## config.mk

```make
export PLATFORM = sky130hd
export DESIGN_NAME = mem_stage_flat
export DESIGN_NICKNAME = d
export VERILOG_FILES = /design/src/rtl/mem_stage_if.sv /design/src/rtl/mem_stage.sv /design/src/flat_wrapper.sv
export SDC_FILE = /design/constraint.sdc
export NUM_CORES = 1
export LEC_CHECK = 0
export ABC_CLOCK_PERIOD_IN_PS = 4300
export CORE_MARGIN = 1.5
export CORE_UTILIZATION = 30
export DETAILED_ROUTE_END_ITERATION = 6
export PLACE_DENSITY = 0.69
export SLEW_MARGIN = 20
export SYNTH_ARGS = -nofsm -noshare
export SYNTH_HDL_FRONTEND = slang
export SYNTH_SLANG_ARGS = --single-unit
export TNS_END_PERCENT = 20
```

## constraint.sdc

```tcl
create_clock -name clk -period 4.3 [get_ports clk]
set_clock_uncertainty 0.05 [all_clocks]
set_input_delay 1.29 -clock clk [delete_from_list [all_inputs] [get_ports clk]]
set_output_delay 1.29 -clock clk [all_outputs]
set_load 0.05 [all_outputs]
```

## src/rtl/mem_stage_if.sv

```systemverilog
// Data-memory bus between the memory stage and the external DM.
// The stage drives address, lane data and byte enables; DM returns read data combinationally.
interface mem_stage_if;
  logic [31:0] m_data_addr;
  logic [31:0] m_data_wdata;
  logic [3:0]  m_data_byteen;
  logic [31:0] m_data_rdata;
  logic [31:0] m_inst_addr;

  modport master (
    output m_data_addr, m_data_wdata, m_data_byteen, m_inst_addr,
    input  m_data_rdata
  );

  modport slave (
    input  m_data_addr, m_data_wdata, m_data_byteen, m_inst_addr,
    output m_data_rdata
  );
endinterface

```

## src/rtl/mem_stage.sv

```systemverilog
// MIPS memory stage: E/M and M/W pipeline registers, DM store lane steering,
// load extension, and the M/W-level forwarding values.
module mem_stage #(
  parameter logic [31:0] PC_LINK_OFS = 32'd8
) (
  input  logic        clk,
  input  logic        reset,
  input  logic        flush_M,
  input  logic [31:0] result_E_i,
  input  logic [31:0] md_E_i,
  input  logic [31:0] RD2_E_i,
  input  logic [4:0]  A2_E_i,
  input  logic [4:0]  A3_E_i,
  input  logic        regWrite_E_i,
  input  logic [31:0] PCn_E_i,
  input  logic [31:0] OP_E_i,
  mem_stage_if.master dm,
  output logic [31:0] M_result,
  output logic [4:0]  A3_M_o,
  output logic        regWrite_M_o,
  output logic        isLoad_M_o,
  output logic [31:0] W_forward,
  output logic [4:0]  A3_W_o,
  output logic        regWrite_W_o,
  output logic [31:0] PC_W_o
);

  localparam logic [5:0] OP_LW    = 6'b100011;
  localparam logic [5:0] OP_LB    = 6'b100000;
  localparam logic [5:0] OP_LBU   = 6'b100100;
  localparam logic [5:0] OP_LH    = 6'b100001;
  localparam logic [5:0] OP_LHU   = 6'b100101;
  localparam logic [5:0] OP_SW    = 6'b101011;
  localparam logic [5:0] OP_SB    = 6'b101000;
  localparam logic [5:0] OP_SH    = 6'b101001;
  localparam logic [5:0] OP_JAL   = 6'b000011;
  localparam logic [5:0] OP_SPEC  = 6'b000000;
  localparam logic [5:0] FN_JALR  = 6'b001001;
  localparam logic [5:0] FN_MFHI  = 6'b010000;
  localparam logic [5:0] FN_MFLO  = 6'b010010;

  // Only the opcode and funct fields are decoded, so only those are kept in E/M.
  logic        unused_op_bits;
  assign unused_op_bits = ^OP_E_i[25:6];

  logic [31:0] result_m, md_m, rd2_m, pc_m;
  logic [4:0]  a2_m, a3_m;
  logic        regwrite_m;
  logic [5:0]  opc_m, fn_m;

  always_ff @(posedge clk) begin
    if (reset || flush_M) begin
      result_m   <= '0;
      md_m       <= '0;
      rd2_m      <= '0;
      pc_m       <= '0;
      a2_m       <= '0;
      a3_m       <= '0;
      regwrite_m <= 1'b0;
      opc_m      <= '0;
      fn_m       <= '0;
    end else begin
      result_m   <= result_E_i;
      md_m       <= md_E_i;
      rd2_m      <= RD2_E_i;
      pc_m       <= PCn_E_i;
      a2_m       <= A2_E_i;
      a3_m       <= A3_E_i;
      regwrite_m <= regWrite_E_i;
      opc_m      <= OP_E_i[31:26];
      fn_m       <= OP_E_i[5:0];
    end
  end

  logic is_lw, is_lb, is_lbu, is_lh, is_lhu, is_sw, is_sb, is_sh;
  logic is_link, is_mf;

  always_comb begin
    is_lw   = (opc_m == OP_LW);
    is_lb   = (opc_m == OP_LB);
    is_lbu  = (opc_m == OP_LBU);
    is_lh   = (opc_m == OP_LH);
    is_lhu  = (opc_m == OP_LHU);
    is_sw   = (opc_m == OP_SW);
    is_sb   = (opc_m == OP_SB);
    is_sh   = (opc_m == OP_SH);
    is_link = (opc_m == OP_JAL) || (opc_m == OP_SPEC && fn_m == FN_JALR);
    is_mf   = (opc_m == OP_SPEC) && (fn_m == FN_MFHI || fn_m == FN_MFLO);
  end

  logic [31:0] store_data;
  logic [31:0] load_data;
  logic [7:0]  sel_byte;
  logic [15:0] sel_half;
  logic [1:0]  addr_lo;

  assign addr_lo = result_m[1:0];

  // W holds the pre-edge value here, so a load or ALU write just ahead is caught.
  assign store_data = (regWrite_W_o && (A3_W_o == a2_m) && (a2_m != 5'd0)) ? W_forward : rd2_m;

  always_comb begin
    dm.m_data_byteen = 4'b0000;
    dm.m_data_wdata  = store_data;
    if (is_sw) begin
      dm.m_data_byteen = 4'b1111;
    end else if (is_sh) begin
      dm.m_data_byteen = addr_lo[1] ? 4'b1100 : 4'b0011;
      dm.m_data_wdata  = {2{store_data[15:0]}};
    end else if (is_sb) begin
      dm.m_data_byteen = 4'b0001 << addr_lo;
      dm.m_data_wdata  = {4{store_data[7:0]}};
    end
  end

  assign dm.m_data_addr = {result_m[31:2], 2'b00};
  assign dm.m_inst_addr = pc_m;

  always_comb begin
    sel_byte  = 8'h00;
    case (addr_lo)
      2'd0: sel_byte = dm.m_data_rdata[7:0];
      2'd1: sel_byte = dm.m_data_rdata[15:8];
      2'd2: sel_byte = dm.m_data_rdata[23:16];
      2'd3: sel_byte = dm.m_data_rdata[31:24];
      default: sel_byte = 8'h00;
    endcase
    sel_half  = addr_lo[1] ? dm.m_data_rdata[31:16] : dm.m_data_rdata[15:0];
    load_data = dm.m_data_rdata;
    if (is_lb)       load_data = {{24{sel_byte[7]}}, sel_byte};
    else if (is_lbu) load_data = {24'h0, sel_byte};
    else if (is_lh)  load_data = {{16{sel_half[15]}}, sel_half};
    else if (is_lhu) load_data = {16'h0, sel_half};
  end

  always_comb begin
    M_result = result_m;
    if (is_link)    M_result = pc_m + PC_LINK_OFS;
    else if (is_mf) M_result = md_m;
  end

  assign A3_M_o       = a3_m;
  assign regWrite_M_o = regwrite_m;
  assign isLoad_M_o   = is_lw | is_lb | is_lbu | is_lh | is_lhu;

  always_ff @(posedge clk) begin
    if (reset) begin
      W_forward    <= '0;
      A3_W_o       <= '0;
      regWrite_W_o <= 1'b0;
      PC_W_o       <= '0;
    end else begin
      W_forward    <= isLoad_M_o ? load_data : M_result;
      A3_W_o       <= a3_m;
      regWrite_W_o <= regwrite_m;
      PC_W_o       <= pc_m;
    end
  end

endmodule

```

## src/flat_wrapper.sv

```systemverilog
// flat-port wrapper written by rule: the top's interface ports become plain ports
module mem_stage_flat 
#(
  parameter logic [31:0] PC_LINK_OFS = 32'd8
)
  (clk, reset, flush_M, result_E_i, md_E_i, RD2_E_i, A2_E_i, A3_E_i, regWrite_E_i, PCn_E_i, OP_E_i, M_result, A3_M_o, regWrite_M_o, isLoad_M_o, W_forward, A3_W_o, regWrite_W_o, PC_W_o, dm_m_data_addr, dm_m_data_wdata, dm_m_data_byteen, dm_m_inst_addr, dm_m_data_rdata);
  mem_stage_if dm_i ();
  input  logic clk;
  input  logic reset;
  input  logic flush_M;
  input  logic [31:0] result_E_i;
  input  logic [31:0] md_E_i;
  input  logic [31:0] RD2_E_i;
  input  logic [4:0] A2_E_i;
  input  logic [4:0] A3_E_i;
  input  logic regWrite_E_i;
  input  logic [31:0] PCn_E_i;
  input  logic [31:0] OP_E_i;
  output logic [31:0] M_result;
  output logic [4:0] A3_M_o;
  output logic regWrite_M_o;
  output logic isLoad_M_o;
  output logic [31:0] W_forward;
  output logic [4:0] A3_W_o;
  output logic regWrite_W_o;
  output logic [31:0] PC_W_o;
  output wire logic [$bits(dm_i.m_data_addr)-1:0] dm_m_data_addr;
  output wire logic [$bits(dm_i.m_data_wdata)-1:0] dm_m_data_wdata;
  output wire logic [$bits(dm_i.m_data_byteen)-1:0] dm_m_data_byteen;
  output wire logic [$bits(dm_i.m_inst_addr)-1:0] dm_m_inst_addr;
  input wire logic [$bits(dm_i.m_data_rdata)-1:0] dm_m_data_rdata;
  assign dm_m_data_addr = dm_i.m_data_addr;
  assign dm_m_data_wdata = dm_i.m_data_wdata;
  assign dm_m_data_byteen = dm_i.m_data_byteen;
  assign dm_m_inst_addr = dm_i.m_inst_addr;
  assign dm_i.m_data_rdata = dm_m_data_rdata;
  mem_stage #(.PC_LINK_OFS(PC_LINK_OFS)) u_core (.clk(clk), .reset(reset), .flush_M(flush_M), .result_E_i(result_E_i), .md_E_i(md_E_i), .RD2_E_i(RD2_E_i), .A2_E_i(A2_E_i), .A3_E_i(A3_E_i), .regWrite_E_i(regWrite_E_i), .PCn_E_i(PCn_E_i), .OP_E_i(OP_E_i), .dm(dm_i), .M_result(M_result), .A3_M_o(A3_M_o), .regWrite_M_o(regWrite_M_o), .isLoad_M_o(isLoad_M_o), .W_forward(W_forward), .A3_W_o(A3_W_o), .regWrite_W_o(regWrite_W_o), .PC_W_o(PC_W_o));
endmodule
```

Word-level counts from Yosys, hierarchy flattened
Cells that the tools add are included.
Storage, ports and cells
  bits of input ports: 206
  register bits: 221
  logic and storage cells: 62
  output and inout port bits: 209
Operators by class
  shift operators: 1
  eq/ne operators: 16
  reduce and logical (&&, ||, !) cells: 10
  bitwise logic cells: 4
  muxes and demuxes: 17
  add/subtract/negate cells: 1
Operators with widths (count)
  $mux W32: 11
  $eq A6 B6 Y1 const B: 8
  $add A32 B4 Y32 const B: 1
  $pmux W8 S4: 1
  $mux W16: 1
  $mux W4: 4
  $eq A6 B5 Y1 const B: 2
  $eq A6 B2 Y1 const B: 1
  $eq A6 B4 Y1 const B: 1
  $logic_not A6 Y1: 1
  $eq A5 B5 Y1: 1
  $reduce_bool A5 Y1: 1
  $eq A2 B2 Y1 const B: 2
  $logic_and A1 B1 Y1: 4
  $or A1 B1 Y1: 4
  $shl A1 B2 Y4 const A: 1
  $logic_or A1 B1 Y1: 3
  $eq A2 B1 Y1 const B: 1
  $logic_not A2 Y1: 1

Longest topological paths before layout
  depth in word-level cells: 7
  gate-level depth with buffers: 8
  depth with buffers taken out: 6

Worst setup path after synthesis
OpenSTA, ideal clock, no wires.
  path type: reg-to-output
  start: register u_core.pc_m[3] (netlist: u_core.dm.m_inst_addr[3])
  end: output M_result[21]
  buffers on the path: 1
  required time: 2.960 ns
  slack: 0.191 ns
  stages on the path, launching flop included: 7
  arrival time: 2.769 ns
  cell sequence: dfxtp_1 > ha_1 > nand4_1 > or4_1 > clkbuf_1 > o22ai_1 > a2bb2oi_1
On the way
  word-level cells in the longest chain between the ends: 2
Ends and longest elaborated chain
  from (decl): RTL line mem_stage.sv:46  | logic [31:0] result_m, md_m, rd2_m, pc_m;
  from (signal assigned): RTL line mem_stage.sv:66  | pc_m <= PCn_E_i;
  $add A32 B4 Y32: RTL line mem_stage.sv:138  | if (is_link) M_result = pc_m + PC_LINK_OFS;
  $mux W32: RTL line mem_stage.sv:138
  to (decl): RTL line flat_wrapper.sv:19  | output logic [31:0] M_result;
Every way passes these cells.

Worst setup path in the final report
  start: register u_core.pc_m[6] (netlist: u_core.dm.m_inst_addr[6])
  end: output M_result[26]
Same word-level chain as after synthesis.

==> impl_metrics.yaml <==
run_status:
  status: "completed"
place:
  place.gp.congestion: 0.8983
  dp_cells: 1670
  io_buffers: 392
  dp_hpwl_um: 28200
synth:
  avgSynthCellArea_um2: 9.830
  synth_xor_area_frac: 0.01790
  synthDistinctLibCells: 51
  synth_ff_type: "dfxtp_1"
  synth_edf_count: 0
  yosysSeqAreaShare: 0.4758
  synth_mux_area_frac: 0.1347
  syn_inst: 946
  synth_warnings: 0
  synthArstFlopShare: 0
  synthAdderAreaFrac: 0.001346
  syn_area_um2: 9299
  synth_compound_area_frac: 0.09997
  synthSimpleGateAreaFrac: 0.2094
  ys_ff_latch: 221
  synth_top_family_by_area: "simple AND/OR/NAND/NOR gates"
global_route:
  grt_overflow_total: 0
  grt_pass1_vias: 7873
  grt_use_met1: 0.2616
  grt_max_degree: 152
  grt_pass1_wl_um: 50090
  grt_util_all_layers: 0.2137
  busiest_layer: "met2"
  use_met3: 0.05577
  grt_antenna_before_repair: 1
  gr-usage-met2: 0.3724
clocking:
  cts_max_path_buffers: 3
  clock-sinks: 221
  cts-root-buf: "clkbuf_16"
  numCtsBuffers: 26
  cts.clk_slew.worst_paths_ns: 0.06
  htreeDepth: 1
  cts_tree: "done"
  ctsHoldBuffers: 0
  clock_latency_ns: 0.52
sta:
  min_period_ns: 4.194
  slew_viol_final: 0
  finalCritPeriodShare: 0.9755
  max_slew_margin: 0.3802
  tightest_slew_ns: 0.9298
  hold_viol_final: 0
  fmax_ghz: 0.2384
  setup_viol_count_final: 0
  rsz0062_at_grt: "no"
  setup_tns_ns: 0
critical_path:
  worstSetupPathType: "flop to output pin"
  worstPathMaxFanout: 10
  start_kind: "flop"
  worstPathRequired_ns: 2.96
  reg2regPathDepth: 7
  cp.arrival_ns: 2.85
  crit_path_end_kind: "output pin"
drt:
  post-route-drc-count: 0
  drt_pass1_iterations: 5
  wl_per_cell_um: 20.88
  vias: 8136
  post_drt_via_cell_ratio: 4.741
  drt_iter0_markers: 432
  detail-route-antenna-nets: 0
  wl_um: 35830
pwr:
  leakage_nw: 6.078
  ir_worst_vdd_mv: 0.2743
  power_density_nw_per_um2: 358.3
die:
  die_w_um: 179.1
  dieArea_um2: 32060
  boundaryPins: 415
  dieHeight_um: 179.1
  coreArea_um2: 30510
  fp-row-count: 64
  start_util: 0.3048
min_path:
  whs_path_depth: 1
  hold_class: "flop to flop"
finish:
  instances_no_fill: 1716
  fill_cells: 2812
  syn_to_final_growth_pct: 60.05
  nNetsFinal: 1509
  drive_above_1_share: 0.1652
  antenna_cells: 0
run:
  max_cap_viol_count: 0
metal layers:
layer	share of wire	wire length [um]
met5	0.00031	11
met4	0.019	668
met3	0.090	3220
met2	0.49	17400
met1	0.41	14530
repair_timing:
item | in CTS | in global routing
setup buffers | 0 | 0
cloned | 0 | 0
endpoints found under the setup margin | 10 | 9
endpoints found under the hold margin | 0 | 0
pin swaps | 0 | 0
gates resized for setup | 9 | 13
cells in the mapped netlist (22+ instances only):
library cell	n	area (um2)
nor2_1	30	112.6
mux2_2	35	394.1
mux2i_1	70	700.7
o21ai_0	30	150.1
nor2b_1	33	206.5
dfxtp_1	221	4424
clkbuf_1	46	172.7
inv_1	22	82.58
nand2_1	53	198.9
buf_4	33	247.7
and2_1	152	950.9
a21oi_1	28	140.1
cells by family after synthesis:
| logic type | Yosys count |
|---|---|
| muxes | 112 |
| DFF | 221 |
| and+or+nand+nor | 338 |
| xor gates and xnor gates | 19 |
| other | 1 |
| AOI/OAI and AO/OA | 140 |
| adders and majority gates | 1 |
| buffers and inverters | 114 |
sequential cells by signal (all words and copies together), names as in the netlist:
| signal | count |
|---|---|
| u_core.PC_W_o | 32 |
| u_core.W_forward | 32 |
| u_core.dm.m_inst_addr | 32 |
| u_core.md_m | 32 |
| u_core.rd2_m | 32 |
| u_core.result_m | 32 |
| u_core.fn_m | 6 |
| u_core.opc_m | 6 |
| u_core.A3_M_o | 5 |
| u_core.A3_W_o | 5 |
| u_core.a2_m | 5 |
| u_core.regWrite_M_o | 1 |
| u_core.regWrite_W_o | 1 |
worst paths after layout:
path / start / endpoint / slack (ns)
hold reg to reg: u_core.A3_M_o[2] / u_core.A3_W_o[2] / 0.42
setup reg to reg: u_core.opc_m[5] / u_core.W_forward[21] / 1.82
hold / removal: u_core.A3_M_o[2] / u_core.A3_W_o[2] / 0.42
setup / recovery: u_core.dm.m_inst_addr[6] / M_result[26] / 0.11
through the flow:
stage	instance area (um2)	util	hold slack [ns]	total power (W)	worst slack, ns
finish	14880	0.4878	0.4171	0.005332	0.1055
global route	14880	0.4878	0.4261	0.005539	0.003984
CTS	14860	0.4870	0.4190	0.005408	-0.009430
detailed placement	13970	0.4580	0.4106	0.003180	0.3679
global placement	13970	0.4580	0.4056	0.003174	0.4540
floorplan	9303	-	0.5166	0.002707	0.1907
critical path, stage by stage (launching register included):
cell     delay (ns)
dfxtp_2        0.41
nand4_4        0.19
or4_4          0.66
or4_1          0.50
a21oi_1        0.24
or2_1          0.18
buf_12         0.14
where the power goes:
part | switching [W] | internal, W
combinational | 0.000508 | 0.000432
clock | 0.000868 | 0.00133
sequential | 0.0000630 | 0.00213
placed cells by master, fill, tap and decap left out, drive strengths merged, types with 5 or more instances in the layout:
cell / netlist / final
clkdlybuf4s50: 0 / 323
dfxtp: 221 / 221
and2: 152 / 152
buf: 44 / 94
mux2i: 70 / 70
nand2: 53 / 53
mux2: 35 / 35
clkbuf: 46 / 35
nor2b: 33 / 33
nor2: 31 / 31
o21ai: 30 / 30
a21oi: 28 / 28
inv: 24 / 24
nand4: 13 / 13
o21a: 11 / 11
o22ai: 11 / 11
xor2: 10 / 10
or2: 10 / 10
xnor2: 9 / 9
or4: 9 / 9
nor3: 8 / 8
o221ai: 8 / 8
a21o: 8 / 8
a221oi: 8 / 8
nand3: 8 / 8
o31a: 7 / 7
mux4: 7 / 7
clkinv: 0 / 7
a31oi: 6 / 6
nor4: 5 / 5
o31ai: 5 / 5
o211ai: 5 / 5
a211o: 5 / 5
layout make-up:
cell class                 count  area, um2  share of cell area
tap                          396      495.5             0.03329
inverter                      24      90.09            0.006053
multi-input combinational    612       4355              0.2926
clock buffer                  35      745.7             0.05011
sequential                   221       4442              0.2984
timing repair buffer         417       4641              0.3118
clock inverter                11      113.9            0.007650
No activity file was read; power rests on OpenSTA's default activity.
==> edit 1: new RTL, same settings <==
`PC_LINK_OFS` is set to 32'd8 in 2 places; all go to 32'd4.
--- a/src/rtl/mem_stage.sv
+++ b/src/rtl/mem_stage.sv
@@ -1,7 +1,7 @@
 // MIPS memory stage: E/M and M/W pipeline registers, DM store lane steering,
 // load extension, and the M/W-level forwarding values.
 module mem_stage #(
-  parameter logic [31:0] PC_LINK_OFS = 32'd8
+  parameter logic [31:0] PC_LINK_OFS = 32'd4
 ) (
   input  logic        clk,
   input  logic        reset,
--- a/src/flat_wrapper.sv
+++ b/src/flat_wrapper.sv
@@ -1,7 +1,7 @@
 // flat-port wrapper written by rule: the top's interface ports become plain ports
 module mem_stage_flat 
 #(
-  parameter logic [31:0] PC_LINK_OFS = 32'd8
+  parameter logic [31:0] PC_LINK_OFS = 32'd4
 )
   (clk, reset, flush_M, result_E_i, md_E_i, RD2_E_i, A2_E_i, A3_E_i, regWrite_E_i, PCn_E_i, OP_E_i, M_result, A3_M_o, regWrite_M_o, isLoad_M_o, W_forward, A3_W_o, regWrite_W_o, PC_W_o, dm_m_data_addr, dm_m_data_wdata, dm_m_data_byteen, dm_m_inst_addr, dm_m_data_rdata);
   mem_stage_if dm_i ();
Formal check against the unedited RTL: not equivalent (a bounded check fails within 4 cycles, from zero or initial values and one cycle with reset high).
==> edit 1 against the unedited design <==
- sequential cell count unchanged
- wire length increased by 0.56%
- sequential power about the same
- cell area increased by 0.68%
- synthesized area about the same
- critical endpoint is now M_result[23]
- largest cell class unchanged
- non-clock buffer count increased by 5
- via count increased by 1.7%
- worst setup slack got worse by 96 ps
- power increased by 1.5%
==> edit 1: results (changes against the unedited design) <==
| Metric | Value |
|---|---|
| Vias per cell | 4.80 (was 4.74) |
| CP max stage cell | or4_4 (unchanged) |
| Initial antenna violation count | 3 (was 1) |
| Final #Nets | 1512 (was 1509) |
| Largest net degree at the start of global routing | 68 (was 152) |
| Cell family with most CP delay | simple AND/OR/NAND/NOR gates (unchanged) |
| Register area share after synthesis | 47.6% (about the same) |
| Least-Margin Pin Slew | 1120 ps (was 930 ps) |
| Static leakage | 6.13 nW (was 6.08 nW) |
| Routed wire length | 36.0 mm (was 35.8 mm) |
| GP Congestion | 0.833 (was 0.898) |
| Synthesized instance count | 940 (was 946) |
| First DRT Iteration DRCs | 457 (was 432) |
| HP Start | u_core.A3_M_o[3]$_SDFF_PP0_ (was u_core.A3_M_o[2]$_SDFF_PP0_) |
| Met2 wire length | 17.5 mm (was 17.4 mm) |
| Drt first pass iters | 5 (unchanged) |
| Cts bufs inserted | 26 (unchanged) |
| Async SR Flop Fraction | 0% (unchanged) |
| Vias in the first global route | 8240 (was 7873) |
| Slowest stage delay, CP | 650 ps |
| Layout cells sized above 1 | 16.6% (was 16.5%) |
| Hold Path Sink | u_core.A3_W_o[3]$_SDFF_PP0_ (was u_core.A3_W_o[2]$_SDFF_PP0_) |
| Reg2reg start | u_core.opc_m[5]$_SDFF_PP0_ (unchanged) |
| Post-DP HPWL | 28.5 mm (was 28.2 mm) |
| Port bufs | 392 (unchanged) |
| Worst-Skew Late Latency | 520 ps (about the same) |
| CP Max Fanout | 12 (was 10) |
| Maximum VDD drop | 0.000296 V (was 0.000274 V) |
| H-tree depth | 1 (unchanged) |
| Count of cell types in the netlist | 50 (was 51) |
| Met1 WL | 13.9 mm (was 14.5 mm) |
| WL met3 | 3.61 mm (was 3.22 mm) |
| Worst-case reg-to-reg path depth | 6 (was 7) |
| Top layer in use | met4 (was met5) |
| Max_cap viols | 0 (unchanged) |
| Synth area leaders | dfxtp_1 48%, and2_1 10%, mux2i_1 8.6%, mux2_2 3.8%, buf_4 2.6% (was dfxtp_1 48%, and2_1 10%, mux2i_1 7.5%, mux2_2 4.2%, buf_4 2.7%) |
| R2R setup slack | 1360 ps (was 1820 ps) |
| Total GRT Usage | 21.6% (was 21.4%) |
| Root Buffer | clkbuf_16 (unchanged) |
| Finished Layout Cells | 1724 (was 1716) |
| Hold-fix buffers, CTS | 0 (unchanged) |
| Smallest hold slack | 411 ps (was 417 ps) |
| Clock slew at reported path FFs | 60 ps (about the same) |
| Global-route wire length before repair | 50.6 mm (was 50.1 mm) |
| R2r endpoint | u_core.W_forward[14]$_SDFF_PP0_ (was u_core.W_forward[21]$_SDFF_PP0_) |
| Outcome | complete, no violations (unchanged) |
| Synth top cells by count | 221 x dfxtp_1, 153 x and2_1, 80 x mux2i_1 (was 221 x dfxtp_1, 152 x and2_1, 70 x mux2i_1) |
## edit 1: changes by cell type in the layout (fill, tap and decap cells not counted), moves of 7 or more
cell,before,now
o21a_1,11,0
o31a_1,7,14
dfxtp_2,14,4
mux2i_1,69,80
inv_1,22,15
nor2_1,29,36
buf_4,36,46
dfxtp_1,207,217
a221oi_1,8,1
a21oi_1,27,38
o22ai_1,11,0
## edit 1: logic make-up after synthesis
group	share of synthesized area, %
AOI/OAI and AO/OA	8.98
and+or+nand+nor	21.8
buffers and inverters	5.65
muxes	14.1
other	0.0403
DFF	47.6
adders and majority gates	0.135
xor gates and xnor gates	1.70
## edit 1: worst max-delay path by stage
stage | slack [ps] | start | depth (start not counted) | to
floorplan | 140 | u_core.dm.m_inst_addr[4]$_SDFF_PP0_ | 6 | M_result[31]
CTS | -9 | u_core.dm.m_inst_addr[12]$_SDFF_PP0_ | 6 | M_result[25]
detailed placement | 300 | u_core.dm.m_inst_addr[3]$_SDFF_PP0_ | 7 | M_result[22]
global placement | 370 | u_core.dm.m_inst_addr[2]$_SDFF_PP0_ | 7 | M_result[22]
finish | 10 | u_core.dm.m_inst_addr[11]$_SDFF_PP0_ | 6 | M_result[23]
global route | -50 | u_core.dm.m_inst_addr[2]$_SDFF_PP0_ | 7 | M_result[23]
## edit 1: repair_timing
item | 4_1_cts | 5_1_grt
resized for setup | 12 | 9
buffers inserted | 1 | 0
pin swaps | 2 | 0
endpoints found under the setup margin | 8 | 24
## edit 1: power breakdown
| group | total [mW] | switching (mW) | internal [mW] |
|---|---|---|---|
| clock | 2.30 | 0.889 | 1.41 |
| combinational | 0.925 | 0.500 | 0.425 |
| sequential | 2.19 | 0.0624 | 2.13 |
| total | 5.41 | 1.45 | 3.96 |
## edit 1: through the flow
| step | utilization [%] | cell area [sq um] | setup slack [ps] |
|---|---|---|---|
| after global routing | 49.1 | 15000 | -54.4 |
| after detailed placement | 45.8 | 14000 | 299 |
| after CTS | 49.0 | 15000 | -9.16 |
| final | 49.1 | 15000 | 9.92 |
| after global placement | 45.8 | 14000 | 366 |
| after floorplan | - | 9300 | 142 |
## edit 1: area by class of cell
cell class | instances | area (sq um)
antenna | 3 | 7.51
tap | 396 | 495
sequential | 221 | 4430
timing repair buffer | 422 | 4610
fill | 2792 | 15500
multi-input combinational | 617 | 4470
clock inverter | 10 | 119
clock buffer | 38 | 797
inverter | 17 | 63.8
## edit 1: routing by layer
metal  vias up  global-route usage [%]
met5         -                       0
met4         0                    7.57
met2       385                    37.5
li1       3924                       -
met3        60                    7.89
met1      3906                    24.3
==> edit 2: new RTL, config.mk and constraints unchanged <==
Made on the original files. Reset style: asynchronous (`reset`), changed in one clocked block.
--- a/src/rtl/mem_stage.sv
+++ b/src/rtl/mem_stage.sv
@@ -143,7 +143,7 @@
   assign regWrite_M_o = regwrite_m;
   assign isLoad_M_o   = is_lw | is_lb | is_lbu | is_lh | is_lhu;
 
-  always_ff @(posedge clk) begin
+  always_ff @(posedge clk or posedge reset) begin
     if (reset) begin
       W_forward    <= '0;
       A3_W_o       <= '0;
Function: differs if reset is asserted again (counterexample within 4 cycles, from zero or initial values and one cycle with reset high); with reset held inactive, the same outputs for 4 cycles.
==> edit 2 against the unedited design <==
- sequential cell count unchanged
- maximum frequency decreased by 1.6%
- highest routed layer unchanged
- worst setup slack got worse by 67 ps
- count of clock-buffer cells in the layout increased by 7
- synthesized area increased by 3.6%
- combinational power increased by 8%
- global-route usage decreased by 0.053 points
- power increased by 2.5%
- wire length increased by 1.7%
- hold slack got worse by 120 ps
- cell area increased by 1.6%
==> edit 2: results (changes against the unedited design) <==
| Metric | Value |
|---|---|
| GP Congestion | 0.890 (was 0.898) |
| Setup Buffers After CTS | 3 (was 0) |
| Port bufs | 392 (unchanged) |
| Post-synthesis mux area share | 11.4% (was 13.5%) |
| Final #Nets | 1509 (unchanged) |
| Post-DP HPWL | 28.6 mm (was 28.2 mm) |
| Crit path DAT | 2920 ps (was 2850 ps) |
| Synth Area per Inst | 10.2 sq um (was 9.83 sq um) |
| Synth top cells by count | 169 x and2_1, 151 x dfxtp_1, 73 x mux2i_1 (was 221 x dfxtp_1, 152 x and2_1, 70 x mux2i_1) |
| Global-route wire length before repair | 53.3 mm (was 50.1 mm) |
| Worst Hold Class | flip-flop to flip-flop (unchanged) |
| Worst-Skew Late Latency | 540 ps (was 520 ps) |
| Synth area leaders | dfxtp_1 31%, dfrtp_1 18%, and2_1 11%, mux2i_1 7.6%, buf_4 2.7% (was dfxtp_1 48%, and2_1 10%, mux2i_1 7.5%, mux2_2 4.2%, buf_4 2.7%) |
| Maximum VDD drop | 0.000219 V (was 0.000274 V) |
| Avg WL per Cell | 21.0 microns (was 20.9 microns) |
| Register area share after synthesis | 49.6% (was 47.6%) |
| Root Buffer | clkbuf_16 (unchanged) |
| Initial antenna violation count | 11 (was 1) |
| PostCTS Resize Cnt | 3 (was 9) |
| Synth Area in Compound Gates | 10.1% (was 10.0%) |
| Vias per cell | 4.91 (was 4.74) |
| Largest net degree at the start of global routing | 77 (was 152) |
| Synth Area in Adders | 0.130% (was 0.135%) |
| First DRT Iteration DRCs | 461 (was 432) |
| Synth Area in XOR/XNOR | 1.73% (was 1.79%) |
| Vias in the first global route | 8581 (was 7873) |
| Drt first pass iters | 7 (was 5) |
| Outcome | complete, no violations (unchanged) |
| CP Max Fanout | 15 (was 10) |
| Async SR Flop Fraction | 31.7% (was 0%) |
| Layout cells sized above 1 | 14.8% (was 16.5%) |
| Commonest register cell after synthesis | dfxtp_1 (unchanged) |
| Static leakage | 6.38 nW (was 6.08 nW) |
| Rel. slew slack | 32.7% (was 38.0%) |
| Count of cell types in the netlist | 54 (was 51) |
| Routed wire length | 36.4 mm (was 35.8 mm) |
| Total GRT Usage | 21.3% (was 21.4%) |
| Dpl cells | 1673 (was 1670) |
| Clock buffer depth | 3 (unchanged) |
## edit 2: cell types whose count changed after synthesis, moves of 12 or more
cell	before	now
dfxtp_1	221	151
nand3_1	8	25
a211oi_1	0	20
a32oi_1	0	12
mux2_2	35	19
nor2b_1	33	1
and2_1	152	169
dfrtp_1	0	70
a31oi_1	6	19
a21oi_1	28	2
## edit 2: worst max-delay path, cell delays in order (launching register included)
cell	delay (ps)
dfrtp_1	380
or2_2	270
o21ai_0	170
and4_4	410
buf_4	230
mux2_2	340
a221o_1	370
buf_4	200
## edit 2: final timing paths
| path | startpoint | end | slack, ps | cells past startpoint |
|---|---|---|---|---|
| setup / recovery | u_core.A3_W_o[4]$_DFF_PP0_ | dm_m_data_wdata[30] | 40 | 7 |
| hold / removal | u_core.A3_M_o[1]$_SDFF_PP0_ | u_core.A3_W_o[1]$_DFF_PP0_ | 300 | 0 |
| setup reg to reg | u_core.opc_m[5]$_SDFF_PP0_ | u_core.W_forward[14]$_DFF_PP0_ | 1580 | 6 |
| hold reg to reg | u_core.A3_M_o[1]$_SDFF_PP0_ | u_core.A3_W_o[1]$_DFF_PP0_ | 300 | 0 |
| max in group asynchronous | reset | u_core.W_forward[3]$_DFF_PP0_ | 2350 | 3 |
| min in group asynchronous | reset | u_core.PC_W_o[9]$_DFF_PP0_ | 1190 | 2 |
## edit 2: report_power, final
part	internal (mW)	switching [mW]	leakage, nW
Clock	1.35	0.869	0.428
Sequential	2.15	0.0833	2.17
Combinational	0.444	0.569	3.78
## edit 2: final cells by class
| cell class | count | area, sq um |
|---|---|---|
| clock buffers | 42 | 813 |
| repair buffers | 425 | 4520 |
| diodes | 7 | 17.5 |
| inverters | 14 | 53.8 |
| multi-input cells | 614 | 4370 |
| flip-flops and latches | 221 | 4770 |
| clock inverters | 6 | 57.6 |
| well taps | 402 | 503 |
| fillers | 2932 | 16400 |
## edit 2: kinds of logic (layout without fill, tap and decap cells)
group                    after synthesis  in the layout
AO/OA/AOI/OAI                        138            138
XOR/XNOR                              19             19
adder cells (fa/ha/maj)                1              1
buffers and inverters                107            487
flip-flops                           221            221
multiplexers                          99             99
other                                  1              9
AND/OR/NAND/NOR                      355            355
## edit 2: metrics by stage
stage          worst slack, ps  area [sq um]
2_1_floorplan             44.9          9640
6_report                  38.8         15100
3_5_place_dp               372         14100
3_3_place_gp               402         14100
4_1_cts                   11.2         15000
5_1_grt                  -56.1         15100
## edit 2: metal layers
| layer | GRT usage (%) | vias to the layer above | routed length (microns) |
|---|---|---|---|
| li1 | - | 3955 | - |
| met1 | 25.6 | 4037 | 14700 |
| met2 | 35.7 | 419 | 17300 |
| met3 | 6.03 | 87 | 2980 |
| met4 | 9.02 | 8 | 1400 |
| met5 | 0 | - | 51 |
